File: src/rtl/spi_master_arb.sv
// spi_master_arb: round-robin arbiter sharing one spi_master among N_REQ requesters, one burst per grant
// Define SPI_ARB_TIMEOUT_EN to add a WAIT watchdog that aborts the burst with an err pulse after TMO_CYC cycles.
module spi_master_arb #(
  parameter int N_REQ    = 2,
  parameter int CS_SETUP = 2,
  parameter int CS_HOLD  = 2,
  parameter int START_W  = 2,
  parameter int TMO_CYC  = 256
) (
  input  logic                 clk,
  input  logic                 rstb,
  input  logic [N_REQ-1:0]     req,
  input  logic [N_REQ-1:0]     last,
  input  logic [8*N_REQ-1:0]   txd,
  input  logic [N_REQ-1:0]     mlb_i,
  input  logic [2*N_REQ-1:0]   cdiv_i,
  output logic [N_REQ-1:0]     ack,
  output logic [7:0]           rxd,
  output logic [N_REQ-1:0]     cs_n,
  output logic                 busy,
  output logic                 err,
  output logic                 m_start,
  output logic [7:0]           m_tdat,
  output logic                 m_mlb,
  output logic [1:0]           m_cdiv,
  input  logic                 m_done,
  input  logic [7:0]           m_rdata
);
  localparam int OW = N_REQ > 1 ? $clog2(N_REQ) : 1;
  localparam int M1 = CS_SETUP > CS_HOLD ? CS_SETUP : CS_HOLD;
  localparam int M2 = START_W > TMO_CYC ? START_W : TMO_CYC;
  localparam int CW = $clog2((M1 > M2 ? M1 : M2) + 1);
  typedef enum logic [2:0] {IDLE, SETUP, START, WAIT, ACK, NEXT, HOLD} state_t;
  state_t state, state_d;
  logic [CW-1:0] cnt, cnt_d;
  logic [OW-1:0] owner, owner_d, rr, rr_d, gnt, rr_nx;
  logic last_l, last_d, done_q, found, busy_d, err_d, start_d, mlb_d;
  logic [N_REQ-1:0] ack_d, cs_d;
  logic [7:0] rxd_d, tdat_d;
  logic [1:0] cdiv_d;
  always_comb begin
    state_d = state;
    owner_d = owner;
    rr_d    = rr;
    last_d  = last_l;
    ack_d   = '0;
    rxd_d   = rxd;
    cs_d    = cs_n;
    busy_d  = busy;
    err_d   = 1'b0;
    start_d = m_start;
    tdat_d  = m_tdat;
    mlb_d   = m_mlb;
    cdiv_d  = m_cdiv;
    found   = 1'b0;
    gnt     = '0;
    rr_nx   = owner == OW'(N_REQ-1) ? '0 : owner + 1'b1;
    for (int k = 0; k < N_REQ; k++)
      if (!found && req[(int'(rr)+k) % N_REQ]) begin
        found = 1'b1;
        gnt   = OW'((int'(rr)+k) % N_REQ);
      end
    case (state)
      IDLE: if (found) begin
        state_d = SETUP;
        owner_d = gnt;
        mlb_d   = mlb_i[gnt];
        cdiv_d  = cdiv_i[2*gnt +: 2];
        cs_d    = ~(N_REQ'(1) << gnt);
        busy_d  = 1'b1;
      end
      SETUP: if (cnt == CW'(CS_SETUP-1)) state_d = START;
      START: begin
        if (cnt == '0) begin
          tdat_d = txd[8*owner +: 8];
          last_d = last[owner];
        end
        start_d = cnt != CW'(START_W);
        if (cnt == CW'(START_W)) state_d = WAIT;
      end
      WAIT: if (m_done && !done_q) begin
        state_d      = ACK;
        rxd_d        = m_rdata;
        ack_d[owner] = 1'b1;
      end
`ifdef SPI_ARB_TIMEOUT_EN
      else if (cnt == CW'(TMO_CYC-1)) begin
        state_d = IDLE;
        err_d   = 1'b1;
        cs_d    = '1;
        busy_d  = 1'b0;
        rr_d    = rr_nx;
      end
`endif
      ACK:  state_d = last_l ? HOLD : NEXT;
      NEXT: if (req[owner]) state_d = START;
      HOLD: if (cnt == CW'(CS_HOLD-1)) begin
        state_d = IDLE;
        cs_d    = '1;
        busy_d  = 1'b0;
        rr_d    = rr_nx;
      end
      default: state_d = IDLE;
    endcase
    // every state's counter restarts from zero on entry
    cnt_d = state_d != state ? '0 : cnt + 1'b1;
  end
  always_ff @(posedge clk or negedge rstb)
    if (!rstb) begin
      state   <= IDLE;
      cnt     <= '0;
      owner   <= '0;
      rr      <= '0;
      last_l  <= 1'b0;
      done_q  <= 1'b0;
      ack     <= '0;
      rxd     <= '0;
      cs_n    <= '1;
      busy    <= 1'b0;
      err     <= 1'b0;
      m_start <= 1'b0;
      m_tdat  <= '0;
      m_mlb   <= 1'b0;
      m_cdiv  <= '0;
    end else begin
      state   <= state_d;
      cnt     <= cnt_d;
      owner   <= owner_d;
      rr      <= rr_d;
      last_l  <= last_d;
      done_q  <= m_done;
      ack     <= ack_d;
      rxd     <= rxd_d;
      cs_n    <= cs_d;
      busy    <= busy_d;
      err     <= err_d;
      m_start <= start_d;
      m_tdat  <= tdat_d;
      m_mlb   <= mlb_d;
      m_cdiv  <= cdiv_d;
    end
endmodule

File: config.mk
export PLATFORM = sky130hd
export DESIGN_NAME = spi_master_arb
export DESIGN_NICKNAME = d
export VERILOG_FILES = /design/src/rtl/spi_master_arb.sv
export SDC_FILE = /design/constraint.sdc
export NUM_CORES = 1
export LEC_CHECK = 0
export BUFFER_PORTS_ARGS = -buffer_cell sky130_fd_sc_hd__buf_2
export CORE_MARGIN = 2
export CORE_UTILIZATION = 50
export DETAILED_ROUTE_END_ITERATION = 6
export HOLD_SLACK_MARGIN = 0.1
export PLACE_DENSITY_LB_ADDON = 0.12
export SLEW_MARGIN = 25
export SYNTH_ARGS = -nofsm -noshare
export SYNTH_HDL_FRONTEND = slang
export SYNTH_SLANG_ARGS = --single-unit
export TNS_END_PERCENT = 30
File: constraint.sdc
create_clock -name clk -period 2.2 [get_ports clk]
set_clock_uncertainty 0.1 [all_clocks]
set_input_delay 0.33 -clock clk [delete_from_list [all_inputs] [get_ports clk]]
set_output_delay 0.33 -clock clk [all_outputs]
set_load 0.005 [all_outputs]
## Word level (Yosys, flattened, before mapping)

Cells that the tools add are included.

| word-level totals | value |
|---|---|
| register bits after elaboration | 41 |
| input port bits | 37 |
| output and inout port bits | 26 |
| logic and storage cells | 87 |

| cells by class | value |
|---|---|
| add/subtract/negate cells | 3 |
| magnitude comparators | 5 |
| equal/unequal tests | 12 |
| shift-type cells | 3 |
| multiplexer cells | 35 |
| bitwise gates (word level) | 2 |
| reduce and logical (&&, ||, !) cells | 13 |

Operators with widths:

| operator | count |
|---|---|
| $pmux W3 S7 | 1 |
| $mux W1 | 19 |
| $mux W3 | 6 |
| $shiftx A16 B5 Y8 | 1 |
| $mux W2 | 5 |
| $add A9 B1 Y9 const B | 1 |
| $eq A3 B3 Y1 const B | 3 |
| $eq A9 B1 Y1 const B | 1 |
| $eq A9 B2 Y1 const B | 1 |
| $logic_not A9 Y1 | 1 |
| $mux W9 | 1 |
| $ne A9 B2 Y1 const B | 1 |
| $reduce_and A2 Y1 | 4 |
| $eq A3 B2 Y1 const B | 2 |
| $lt A1 B2 Y1 const B | 3 |
| $ne A2 B2 Y1 const B | 2 |
| $pmux W2 S2 | 1 |
| $shiftx A4 B3 Y2 | 1 |
| $eq A3 B1 Y1 const B | 1 |
| $logic_and A1 B1 Y1 | 3 |
| $logic_not A3 Y1 | 1 |
| $lt A2 B3 Y1 const B | 1 |
| $ne A3 B3 Y1 | 1 |
| $reduce_and A3 Y1 | 1 |
| other kinds (9) | 11 |

## Logic depth before layout (Yosys ltp)

| logic depth | value |
|---|---|
| word-level depth | 11 |
| mapped depth | 6 |
| depth with buffers taken out | 6 |

## Worst setup path after synthesis

OpenSTA, ideal clock, no wires.

| path | value |
|---|---|
| path kind | register to register |
| start point | register cnt[1] |
| end point | register cnt[2] |
| setup time | 138 ps |
| arrival | 1616 ps |
| required time | 1962 ps |
| setup slack | 346 ps |
| stages on the path, launching flop included | 7 |
| buffers on the path | 0 |
| period minus slack after synthesis | 1854 ps |
| cells stage by stage | dfrtp_1 > inv_1 > ha_1 > nor4b_1 > a21oi_1 > nor4b_2 > o32ai_1 |

| on the way | value |
|---|---|
| word-level cells in the longest chain between the ends | 5 |
| elaborated cells between the ends (all ways) | 9 |
| those cells by class | add/sub (1); eq/ne (3); mux (5) |

RTL lines:

| what | line | text |
|---|---|---|
| from (decl) | 35 | `logic [CW-1:0] cnt, cnt_d;` |
| from (signal assigned) | 127 | `cnt <= cnt_d;` |
| $eq A9 B1 Y1 or $eq A9 B2 Y1 (tied branches) | 72, 97, 79 |  |
| $mux W3, on equally long branches | 97, 72, 79 |  |
| $pmux W3 S7 | 63 | `case (state)` |
| $ne A3 B3 Y1 | 106 | `cnt_d = state_d != state ? '0 : cnt + 1'b1;` |
| $mux W9 * | 106 |  |
| via cnt_d[2] | 35 |  |

The timed path passes the listed nets; every way through them passes the cells marked *.
A chain may end at the register's enable or synchronous reset.

## Worst setup path in the final report

| path | value |
|---|---|
| start point | input m_done |
| end point | register cnt[4] |

| on the way | value |
|---|---|
| word-level cells in the longest chain between the ends | 5 |

RTL lines:

| what | line | text |
|---|---|---|
| from (decl) | 26 | `input logic m_done,` |
| $logic_and A1 B1 Y1 | 81 | `WAIT: if (m_done && !done_q) begin` |
| $mux W3 | 81 |  |
| $pmux W3 S7 | 63 |  |
| $ne A3 B3 Y1 | 106 |  |
| $mux W9 | 106 |  |
| via cnt_d[4] | 35 |  |

The timed path passes the listed nets, and every way through them passes these cells.

==> results.toml <==
[critical_path]
worstPathMaxFanout = 4
crit_type = "primary input to register"
arrival_ns = 2.23
crit_required_ns = 2.30
cp_num_buf_inv = 2
path_cells = "dlygate4sd3_1 -> buf_2 -> nor2b_1 -> o22ai_2 -> or4b_4 -> a221oi_2"
cpMaxStageDelayCell = "or4b_4"
max_stage_delay_ns = 0.55
end_kind = "register"
cp_top_family = "simple AND/OR/NAND/NOR gates"
cp-start-kind = "primary input"

[placed_design]
dp_cells = 315
place_hpwl_mm = 3.22
port_buffers = 61
gp_congestion = 0.848

[synthesis]
synth-async-reset-ratio_pct = 100
synth_common_cells = "39 x dfrtp_1, 36 x nand2_1, 15 x o21ai_0"
yosysMostFrequentCell = "dfrtp_1"
synth_nets = 247
synthCells = 206
synth_warnings = 0
synth_edf_count = 0
ys.flop_type = "dfrtp_1"
synth_area_per_cell_um2 = 10.1
synth.top_cell.area_share_pct = 46.8
ys_ff_latch = 41
synth_area_mm2 = 0.00208
synth.area.top_cells = "dfrtp_1 47%, nand2_1 6.5%, mux2i_1 5.3%"
yosysTopAreaCell = "dfrtp_1"
ys_types = 48
seq_area_frac_synth_pct = 49.4

[clock_tree]
clk_pin_slew_ns = 0.08
cts_buffer_depth = 2
cts_sinks = 41
clockRootBuffer = "clkbuf_8"
htreeDepth = 2
clk_latency_ns = 0.29
cts_tree = "built"
cts_made_buffers = 5
cts_resized = 0

[route]
drt-wirelength-per-cell_um = 13.3
drt_pre_antenna_iters = 4
drtIter0Drc = 115
drc = 0
ant_nets = 0
viasPerCell = 5.30
drt-total-wl_mm = 4.31
vias = 1722

[finish]
fin_cells = 325
synthToLayoutAreaGrowth_pct = 24.0
n_antenna_cell = 0
drive_gt1_share_pct = 32.7
fin_nets = 315

[global_routing]
grt_pass1_wl_mm = 7.05
grt_max_degree = 42
antenna_found_initial = 0
first_global_vias = 1597
grt-ovfl-total = 0
track_usage_pct = 20.3

[pwr]
vdd_ir_drop_max_mv = 0.703
combPwrFrac_pct = 44.3
power_frac_clock_pct = 15.8
powerDensity_mw_per_mm2 = 1240
switching_share_pct = 37.6
switchingPower_uw = 1200
p_leak_uw = 0.00129
p_seq_share_pct = 39.9
internal-power_uw = 1990

[die]
start_util_pct = 52.1
die_h_um = 68.6
placementRows = 23
die_w_um = 68.6
dieArea_mm2 = 0.00470
ios = 63
coreArea_mm2 = 0.00400

[sta]
rsz0062_at_grt = "no"
timing.final.crit_share_pct = 97.0
tns_ns = 0
maxSlewViolCount = 0
setup_viol_count_final = 0
layout_min_cycle_time_ns = 2.13
hold_violations = 0
clock.fmax_ghz = 0.469

[outcome]
status = "completed"

[worst_hold_path]
hold_path_class = "primary input to register"

[job]
maxCapViolations = 0
==> final timing paths <==
check / from / to / cells after the start / slack [ns]
min: m_rdata[3] / rxd[3] / 3 / 0.13
min in group asynchronous: rstb / cnt[6] / 3 / 0.43
min reg2reg: rxd[2] / rxd[2] / 2 / 0.37
max reg2reg: state[1] / cnt[4] / 4 / 0.19
max: m_done / cnt[4] / 6 / 0.07
max in group asynchronous: rstb / cs_n[1] / 3 / 1.32
==> layout by cell type (no fill, tap or decap), types with 2 or more instances in the layout <==
master and instances:
nor2_1 7, o32ai_1 3, buf_2 61, nand3_1 4, and3b_1 2, mux2i_1 11
o21ai_0 15, dfstp_2 2, ha_1 4, a21o_1 2, dfrtp_1 39, and3_1 3
nor2b_1 3, xnor2_1 5, clkbuf_8 6, xor2_1 2, buf_4 7, inv_1 9
nand4_1 3, nand2b_1 2, nand2_1 36, a221o_1 3, a21oi_1 10, and2_1 4
dlygate4sd3_1 2, or4b_4 2, nor3_1 3, nor4b_1 2
==> cells by family after synthesis <==
logic type	synth area share, %
AND/OR/NAND/NOR	21.4
AO/OA/AOI/OAI	13.5
flip-flops	49.4
buffers and inverters	4.32
multiplexers	5.83
XOR/XNOR	2.94
adder cells (fa/ha/maj)	2.40
other	0.180
==> per-stage QoR <==
stage | hold slack (ns) | power (µW) | util (%) | worst slack [ns] | cell area [µm²]
after global routing | 0.114 | 3510 | 64.6 | 0.00472 | 2580
final | 0.126 | 3200 | 64.6 | 0.0659 | 2580
after detailed placement | 0.221 | 2710 | 61.7 | 0.227 | 2470
after global placement | 0.219 | 2690 | 61.7 | 0.244 | 2470
after CTS | 0.113 | 3240 | 64.6 | 0.0926 | 2580
after floorplan | -0.0656 | 2210 | - | 0.346 | 2080
==> metal layers <==
metal | GRT usage, % | up-vias | routed length, µm
li1 | - | 850 | -
met1 | 27.4 | 825 | 2030
met2 | 31.4 | 45 | 2030
met3 | 5.52 | 2 | 220
met4 | 7.50 | 0 | 33
met5 | 0 | - | 0
==> sequential cells by signal (all words and copies together) (netlist names) <==
name,cells
ack,2
busy,1
cnt,9
cs_n,2
done_q,1
last_l,1
m_cdiv,2
m_mlb,1
m_start,1
m_tdat,8
owner,1
rr,1
rxd,8
state,3
==> repair_timing <==
action | in CTS | in global routing
setup endpoints to repair | 0 | 0
endpoints found under the hold margin | 40 | 0
hold buffers | 2 | 0
buffers inserted | 0 | 0
==> power by group through the flow <==
stage / clock [µW] / combinational, µW / sequential, µW
floorplan: 0 / 967 / 1240
global placement: 0 / 1400 / 1280
detailed placement: 0 / 1430 / 1280
CTS: 528 / 1440 / 1270
global route: 571 / 1610 / 1320
finish: 505 / 1420 / 1270
==> layout make-up <==
type / instances / area [µm²]
clock buffers: 6 / 82.6
clock inverters: 2 / 13.8
fillers: 348 / 1420
inverters: 9 / 33.8
multi-input cells: 146 / 965
flip-flops and latches: 41 / 1030
well taps: 50 / 62.6
repair buffers: 71 / 398
==> worst min-delay path: cells and delay by family <==
family                 cells  cell delay, ns
AND/OR/NAND/NOR            2            0.08
buffers and inverters      1            0.07
(Power assumes the default switching activity.)
